$ cat config.mk
export PLATFORM = sky130hd
export DESIGN_NAME = pe2ddr_axi_wr
export DESIGN_NICKNAME = d
export VERILOG_FILES = /design/src/rtl/pe2ddr_axi_wr.sv
export SDC_FILE = /design/constraint.sdc
export NUM_CORES = 1
export LEC_CHECK = 0
export CAP_MARGIN = 40
export CORE_AREA = 2 2 466 468
export CTS_CLUSTER_DIAMETER = 50
export DETAILED_ROUTE_END_ITERATION = 8
export DIE_AREA = 0 0 468 470
export GPL_ROUTABILITY_DRIVEN = 0
export MAX_ROUTING_LAYER = met4
export SETUP_SLACK_MARGIN = 0.15
export SYNTH_ARGS = -nofsm -noshare
export SYNTH_HDL_FRONTEND = slang
export SYNTH_SLANG_ARGS = --single-unit
$ cat constraint.sdc
create_clock -name clk -period 3.6 [get_ports clk]
set_input_delay 0.54 -clock clk [delete_from_list [all_inputs] [get_ports clk]]
set_output_delay 0.54 -clock clk [all_outputs]
set_load 0.02 [all_outputs]
$ cat src/rtl/pe2ddr_axi_wr.sv
// pe2ddr_axi_wr: AXI4 write port for the PE result path.
// Frames W bursts from a length FIFO and bounds outstanding AW bursts.
module pe2ddr_axi_wr #(
   parameter int DDR_ADDR_W = 32,
   parameter int DDR_W      = 512,
   parameter int BURST_W    = 8,
   parameter int MAX_OUT    = 4
) (
   input  logic                  clk,
   input  logic                  rst,
   input  logic [DDR_ADDR_W-1:0] ddr_addr,
   input  logic [BURST_W-1:0]    ddr_size,
   input  logic                  ddr_addr_valid,
   output logic                  ddr_addr_ready,
   input  logic [DDR_W-1:0]      ddr_data,
   input  logic                  ddr_valid,
   output logic                  ddr_ready,
   output logic [DDR_ADDR_W-1:0] m_awaddr,
   output logic [7:0]            m_awlen,
   output logic                  m_awvalid,
   input  logic                  m_awready,
   output logic [DDR_W-1:0]      m_wdata,
   output logic [DDR_W/8-1:0]    m_wstrb,
   output logic                  m_wlast,
   output logic                  m_wvalid,
   input  logic                  m_wready,
   input  logic [1:0]            m_bresp,
   input  logic                  m_bvalid,
   output logic                  m_bready,
   input  logic                  err_clr,
   output logic                  err_size,
   output logic                  err_resp,
   output logic                  idle
);
   localparam int QW = (MAX_OUT > 1) ? $clog2(MAX_OUT) : 1;
   localparam int CW = QW + 1;
   localparam logic [CW-1:0]      OUT_LIM = CW'(MAX_OUT);
   localparam logic [CW-1:0]      C1 = CW'(1);
   localparam logic [QW-1:0]      P1 = QW'(1);
   localparam logic [BURST_W-1:0] ONE = BURST_W'(1);

   typedef enum logic {W_IDLE, W_BURST} w_state_t;

   w_state_t           state, state_nx;
   logic [BURST_W-1:0] beat_cnt, beat_nx;
   logic [BURST_W-1:0] lenq [2**QW];
   logic [QW-1:0]      wr_ptr, rd_ptr;
   logic [CW-1:0]      q_cnt, out_cnt;
   logic               lenq_empty, lenq_full;
   logic               acc, push, pop, w_hs, in_burst;

   assign lenq_empty = (q_cnt == '0);
   assign lenq_full  = (q_cnt == OUT_LIM);

   assign ddr_addr_ready = (!m_awvalid | m_awready) & !lenq_full
                         & (out_cnt < OUT_LIM);
   assign acc  = ddr_addr_valid & ddr_addr_ready;
   assign push = acc & (ddr_size != '0);

   assign in_burst  = (state == W_BURST);
   assign m_wdata   = ddr_data;
   assign m_wstrb   = '1;
   assign m_wvalid  = ddr_valid & in_burst;
   assign ddr_ready = m_wready & in_burst;
   assign w_hs      = m_wvalid & m_wready;
   assign m_wlast   = in_burst & (beat_cnt == ONE);
   assign m_bready  = 1'b1;

   assign idle = !m_awvalid & lenq_empty & !in_burst & (out_cnt == '0);

   // AW slice: a new command may overwrite only once the old one drained
   always_ff @(posedge clk) begin
      if (!rst) begin
         m_awvalid <= 1'b0;
         m_awaddr  <= '0;
         m_awlen   <= '0;
      end else if (push) begin
         m_awvalid <= 1'b1;
         m_awaddr  <= ddr_addr;
         m_awlen   <= 8'(ddr_size - ONE);
      end else if (m_awready) begin
         m_awvalid <= 1'b0;
      end
   end

   always_ff @(posedge clk) begin
      if (push) lenq[wr_ptr] <= ddr_size;
   end

   always_ff @(posedge clk) begin
      if (!rst) begin
         wr_ptr <= '0;
         rd_ptr <= '0;
         q_cnt  <= '0;
      end else begin
         if (push) wr_ptr <= wr_ptr + P1;
         if (pop)  rd_ptr <= rd_ptr + P1;
         if (push & !pop)      q_cnt <= q_cnt + C1;
         else if (pop & !push) q_cnt <= q_cnt - C1;
      end
   end

   always_ff @(posedge clk) begin
      if (!rst) begin
         out_cnt <= '0;
      end else if (push & !m_bvalid) begin
         out_cnt <= out_cnt + C1;
      end else if (m_bvalid & !push) begin
         out_cnt <= out_cnt - C1;
      end
   end

   // a fresh error outranks a clear in the same cycle
   always_ff @(posedge clk) begin
      if (!rst) begin
         err_size <= 1'b0;
         err_resp <= 1'b0;
      end else begin
         err_size <= (acc & (ddr_size == '0)) | (err_size & !err_clr);
         err_resp <= (m_bvalid & (m_bresp != 2'b00)) | (err_resp & !err_clr);
      end
   end

   always_ff @(posedge clk) begin
      if (!rst) begin
         state    <= W_IDLE;
         beat_cnt <= '0;
      end else begin
         state    <= state_nx;
         beat_cnt <= beat_nx;
      end
   end

   always_comb begin
      state_nx = state;
      beat_nx  = beat_cnt;
      pop      = 1'b0;
      unique case (state)
         W_IDLE: begin
            if (!lenq_empty) begin
               pop      = 1'b1;
               beat_nx  = lenq[rd_ptr];
               state_nx = W_BURST;
            end
         end
         W_BURST: begin
            if (w_hs) begin
               if (beat_cnt == ONE && !lenq_empty) begin
                  pop     = 1'b1;
                  beat_nx = lenq[rd_ptr];
               end else begin
                  beat_nx = beat_cnt - ONE;
                  if (beat_cnt == ONE) state_nx = W_IDLE;
               end
            end
         end
         default: state_nx = W_IDLE;
      endcase
   end

endmodule
==> summary.txt, run 1 <==
Run status
  • Outcome: aborted with a tool error
  • Stop stage: detailed routing
  • Error msg: [ERROR DRT-0255] Maze Route cannot find path of net ddr_data[156] in worker of routeBox ( 434700 0 ) ( 468000 48300 ).

Clock tree
  • Longest Clk Path Bufs: 2
  • H-Tree Depth: 3
  • Setup bufs post-CTS: 0
  • Root buffer selected by CTS: clkbuf_16
  • CTS Buf Count: 9
  • CTS-repair resized insts: 0
  • # hold bufs at CTS: 0
  • Clock tree sinks: 96

Floorplanning
  • Starting Density: 3.97%
  • Die outline height: 470 um
  • Die W: 468 um
  • Num rows: 171
  • I/O pins: 1187

Global route
  • Initial antenna violation count: 3
  • Pin count of the biggest net entering global routing: 48
  • Global-route wire length before repair: 168000 um
  • Vias in the first global route: ~4.8k
  • Tot GR Track Use: 14.0%
  • Total gr overflow: 0

Synthesis
  • Yosys cell types: 57
  • Synth warn: 0
  • Synth Register Bits: 96
  • Synthesized cell area: between 0.008 and 0.009 mm2
  • Sequential area share after synthesis: roughly a quarter
  • Primary FF master, synth: dfxtp_1
  • Syn Inst Count: 982
  • Avg Cell Area, Syn: 8.73 um2
  • Asr flop ratio synth: 0%
  • Number of synthesized flops with an enable pin: 32

Placement
  • Placement Cell Area: approximately 0.0091 mm2
  • DP Wirelength: around 150000 um
  • Port Buf Inserts: 97
## through the flow
step	hold WS (ns)	instances	worst slack (ns)
5_1_grt	0.501	3434	0.191
3_5_place_dp	0.465	3416	0.0184
2_1_floorplan	0.445	1046	0.809
4_1_cts	0.475	3432	0.267
3_3_place_gp	0.459	3414	0.00553
## cells in the mapped netlist (3+ instances only)
master / instances / share of area, %
buf_4: 577 / 51
dfxtp_1: 64 / 15
a21oi_1: 56 / 3.3
nand3_1: 45 / 2.6
o21ai_0: 39 / 2.3
edfxtp_1: 32 / 11
clkbuf_1: 14 / 0.61
inv_1: 12 / 0.53
nand2_1: 12 / 0.53
ha_1: 10 / 1.5
nor2_1: 9 / 0.39
a211oi_1: 8 / 0.70
mux4_2: 8 / 2.1
and3_1: 6 / 0.44
nand4_1: 6 / 0.44
nor3_1: 6 / 0.35
or3_1: 6 / 0.44
buf_1: 5 / 0.22
xnor2_1: 5 / 0.51
xor2_1: 5 / 0.51
clkbuf_8: 3 / 0.48
mux2i_1: 3 / 0.35
nand2b_1: 3 / 0.22
nor3b_1: 3 / 0.26
or4_1: 3 / 0.26
## per-layer routing
metal,GRT usage (%)
met1,4.26
met2,23.1
met3,24.3
met4,3.63
met5,-
## kinds of logic after synthesis
| group | after synthesis | share of synthesized area [%] |
|---|---|---|
| and+or+nand+nor | 113 | 7.50 |
| buffers and inverters | 618 | 53.0 |
| DFF | 96 | 26.2 |
| adders and majority gates | 12 | 1.93 |
| AOI/OAI and AO/OA | 121 | 7.93 |
| muxes | 11 | 2.45 |
| xor gates and xnor gates | 10 | 1.02 |
| other | 1 | 0.0438 |
==> run 2: changes to the inputs <==
Settings changed: CTS_CLUSTER_DIAMETER 50 to not set, MAX_ROUTING_LAYER met4 to not set, PLACE_DENSITY_LB_ADDON set to 0.15, SETUP_SLACK_MARGIN 0.15 to not set.
==> run 2 against run 1 <==
  * The flow now finishes without violations
  * Global-route usage fell by 4.0 points
  * Synthesized cell count unchanged
  * Area after synthesis unchanged
==> summary.txt, run 2 <==
Run status
  • Outcome: finished clean

Worst setup path
  • Worst r2r src: beat_cnt[0]
  • Crit end category: primary output
  • Buf/Inv on CP: 2
  • CP delay by family, top: simple AND/OR/NAND/NOR gates
  • Largest fanout on the critical path: 3
  • Worst Setup Start Kind: register
  • FF-to-FF path depth: 10
  • Highest-delay cell along the critical path: clkdlybuf4s50_1
  • CP max stage delay: 0.62 ns
  • Capture point of the worst reg-to-reg path: q_cnt[2]
  • Kind of critical path: reg2out
  • Reg2reg setup slack: 0.84 ns
  • CP cell instances: or4_1, nor3_1, buf_4, clkdlybuf4s50_1
  • Crit path arrival time: 2.68 ns
  • CP required: 3.06 ns

Final layout
  • Commonest cells after routing, fill and taps aside: clkdlybuf4s50_1, conb_1, dfxtp_1
  • Nets: around 1.1k
  • Finished Layout Cells: 3430
  • Filler Cells Inserted: 25.6k
  • Biggest regs: lenq x32, m_awaddr x32
  • Final instance area: approximately 0.0093 mm2
  • Ant. Diodes: 0
  • Core Util, Final: 4.32%
  • Synth-to-Final Area Change: 8.77%
  • Layout cells sized above 1: 9.03%
  • Most common cell after layout, fill and taps aside: clkdlybuf4s50_1

STA
  • F_max: 310 MHz
  • Final Hold Fails: 0
  • Min Tclk post-route: 3.22 ns
  • Setup WS post-layout: 0.375 ns
  • RSZ-0062 raised after global routing: no
  • Setup TNS: 0 ns
  • Slew Viols, Final: 0
  • Clk_skew: 0.0132 ns
  • Fin crit share: about nine tenths
  • Slew @ Worst Pin: roughly 0.64 ns
  • Final setup violation count: 0
  • Rel. slew slack: 57.2%

Floorplanning
  • Die W: 468 um (unchanged)
  • Core area: 0.216 mm2
  • Num rows: 171 (unchanged)
  • I/O pins: 1187 (unchanged)
  • Total die area: ~0.22 mm2
  • Die outline height: 470 um (unchanged)
  • Starting Density: 3.97% (unchanged)

Placement
  • Placement Cell Area: 0.00903 mm2 (-0.36%)
  • Place WS: 0.151 ns (+0.132 ns)
  • DP Wirelength: 107000 um (-28%)
  • Port Buf Inserts: 97 (unchanged)
  • Inst Count DP: 3414 (-0.059%)

Routing
  • TritonRoute pass-1 iters: 5
  • DR vias: 4897
  • Final antenna-violating net count: 0
  • Drt total wl: 115000 um
  • DR DRC count: 0
  • Initial DRC Count: 272
  • Vias per cell: 1.43
  • Routed length per instance: approximately 34 um

Synthesis
  • Number of synthesized flops with an enable pin: 32 (unchanged)
  • Syn Inst Count: 982 (unchanged)
  • Synth area leader: buf_4
  • Synth warn: 0 (unchanged)
  • Most frequent cells after synthesis: buf_4, dfxtp_1, a21oi_1
  • Post-synth top area share: 50.5% (unchanged)
  • Primary FF master, synth: dfxtp_1
  • Synth top area cells: buf_4, dfxtp_1, edfxtp_1
  • Asr flop ratio synth: 0% (unchanged)
  • Avg Cell Area, Syn: 8.73 um2 (unchanged)
  • Sequential area share after synthesis: 26.2% (unchanged)
  • Synthesized cell area: 0.00857 mm2 (unchanged)
  • Count leader, synth: buf_4
  • Synth Register Bits: 96 (unchanged)
  • Yosys cell types: 57 (unchanged)

Min path
  • Hold Path End: err_resp
  • Hold_sp: err_resp
  • Worst Hold Class: reg2reg
  • Hold Crit Depth: 2

Global route
  • Initial antenna violation count: 2 (-1)
  • Total gr overflow: 0 (unchanged)
  • Global-route wire length before repair: 126000 um (-25%)
  • Pin count of the biggest net entering global routing: 48 (unchanged)
  • Tot GR Track Use: 9.98% (-4.0 points)
  • Vias in the first global route: 4922 (+3.4%)

Pwr
  • Leakage power: approximately 2.2 nW
  • Worst IR drop on VDD: 174 uV
  • Pwr/cell area: 476 mW/mm2

Clock tree
  • Clk_lat worst skew: 0.38 ns
  • # hold bufs at CTS: 0 (unchanged)
  • CTS Buf Count: 9 (unchanged)
  • Root buffer selected by CTS: clkbuf_16
  • CTS-repair resized insts: 0 (unchanged)
  • Longest Clk Path Bufs: 2 (unchanged)
  • Setup bufs post-CTS: 0 (unchanged)
  • H-Tree Depth: 3 (unchanged)
  • Clock tree sinks: 96 (unchanged)
  • TritonCTS clock tree: built
  • Clk slew on worst S/H paths: 0.08 ns

Run
  • Max-Cap Viols: 0
==> run 2: cell counts after synthesis <==
Identical to the previous run, type by type.
==> run 2: stage by stage <==
step / power (mW) / hold WS, ns
2_1_floorplan: 3.48 / 0.445
3_3_place_gp: 3.47 / 0.463
3_5_place_dp: 3.46 / 0.469
4_1_cts: 4.58 / 0.480
5_1_grt: 4.76 / 0.497
6_report: 4.43 / 0.473
==> run 2: worst max path at each step <==
stage / from / endpoint / slack [ns] / cells past startpoint
detailed placement: ddr_size[2] / q_cnt[2] / 0.15 / 11
floorplan: ddr_size[2] / q_cnt[2] / 0.81 / 10
global placement: ddr_size[2] / out_cnt[2] / 0.15 / 11
CTS: m_awvalid / idle / 0.12 / 4
finish: m_awvalid / idle / 0.38 / 4
global route: m_awvalid / idle / 0.19 / 4
==> run 2: kinds of logic after synthesis <==
group | count (synthesis) | share of synthesized area, %
AO/OA/AOI/OAI | 121 | 7.93
XOR/XNOR | 10 | 1.02
adder cells (fa/ha/maj) | 12 | 1.93
buffers and inverters | 618 | 53.0
flip-flops | 96 | 26.2
multiplexers | 11 | 2.45
other | 1 | 0.0438
AND/OR/NAND/NOR | 113 | 7.50
==> run 2: final cells by class <==
cell class / count / area, um2 / share of cell area [%]
repair buffers: 119 / 1140 / 12.2
flip-flops and latches: 96 / 2240 / 24.1
clock inverters: 6 / 65.1 / 0.698
multi-input cells: 332 / 2030 / 21.8
well taps: 2854 / 3570 / 38.3
inverters: 13 / 48.8 / 0.523
clock buffers: 10 / 229 / 2.46
==> run 2: report_power, final <==
part	switching (mW)	internal, mW
sequential	0.220	1.36
combinational	1.08	0.724
clock	0.504	0.544
total	1.81	2.63
==> run 2: routing by layer <==
metal | vias to the layer above | share of wire [%] | global-route usage [%]
li1 | 1780 | - | -
met1 | 2084 | 13 | 3.78
met2 | 876 | 49 | 17.3
met3 | 145 | 34 | 15.8
met4 | 12 | 3.4 | 3.19
met5 | - | 0.37 | 1.01
==> run 2: worst reg2reg max path, cell delays in order (launching register included) <==
cell and delay [ns]:
dfxtp_1 0.43, ha_1 0.24, or4b_1 0.56, o31ai_2 0.28
nand2_1 0.13, ha_1 0.22, inv_1 0.07, fa_1 0.18
xor2_1 0.08, or3_1 0.32, a21oi_1 0.17
Note: power is estimated with default switching activity, not from simulation.
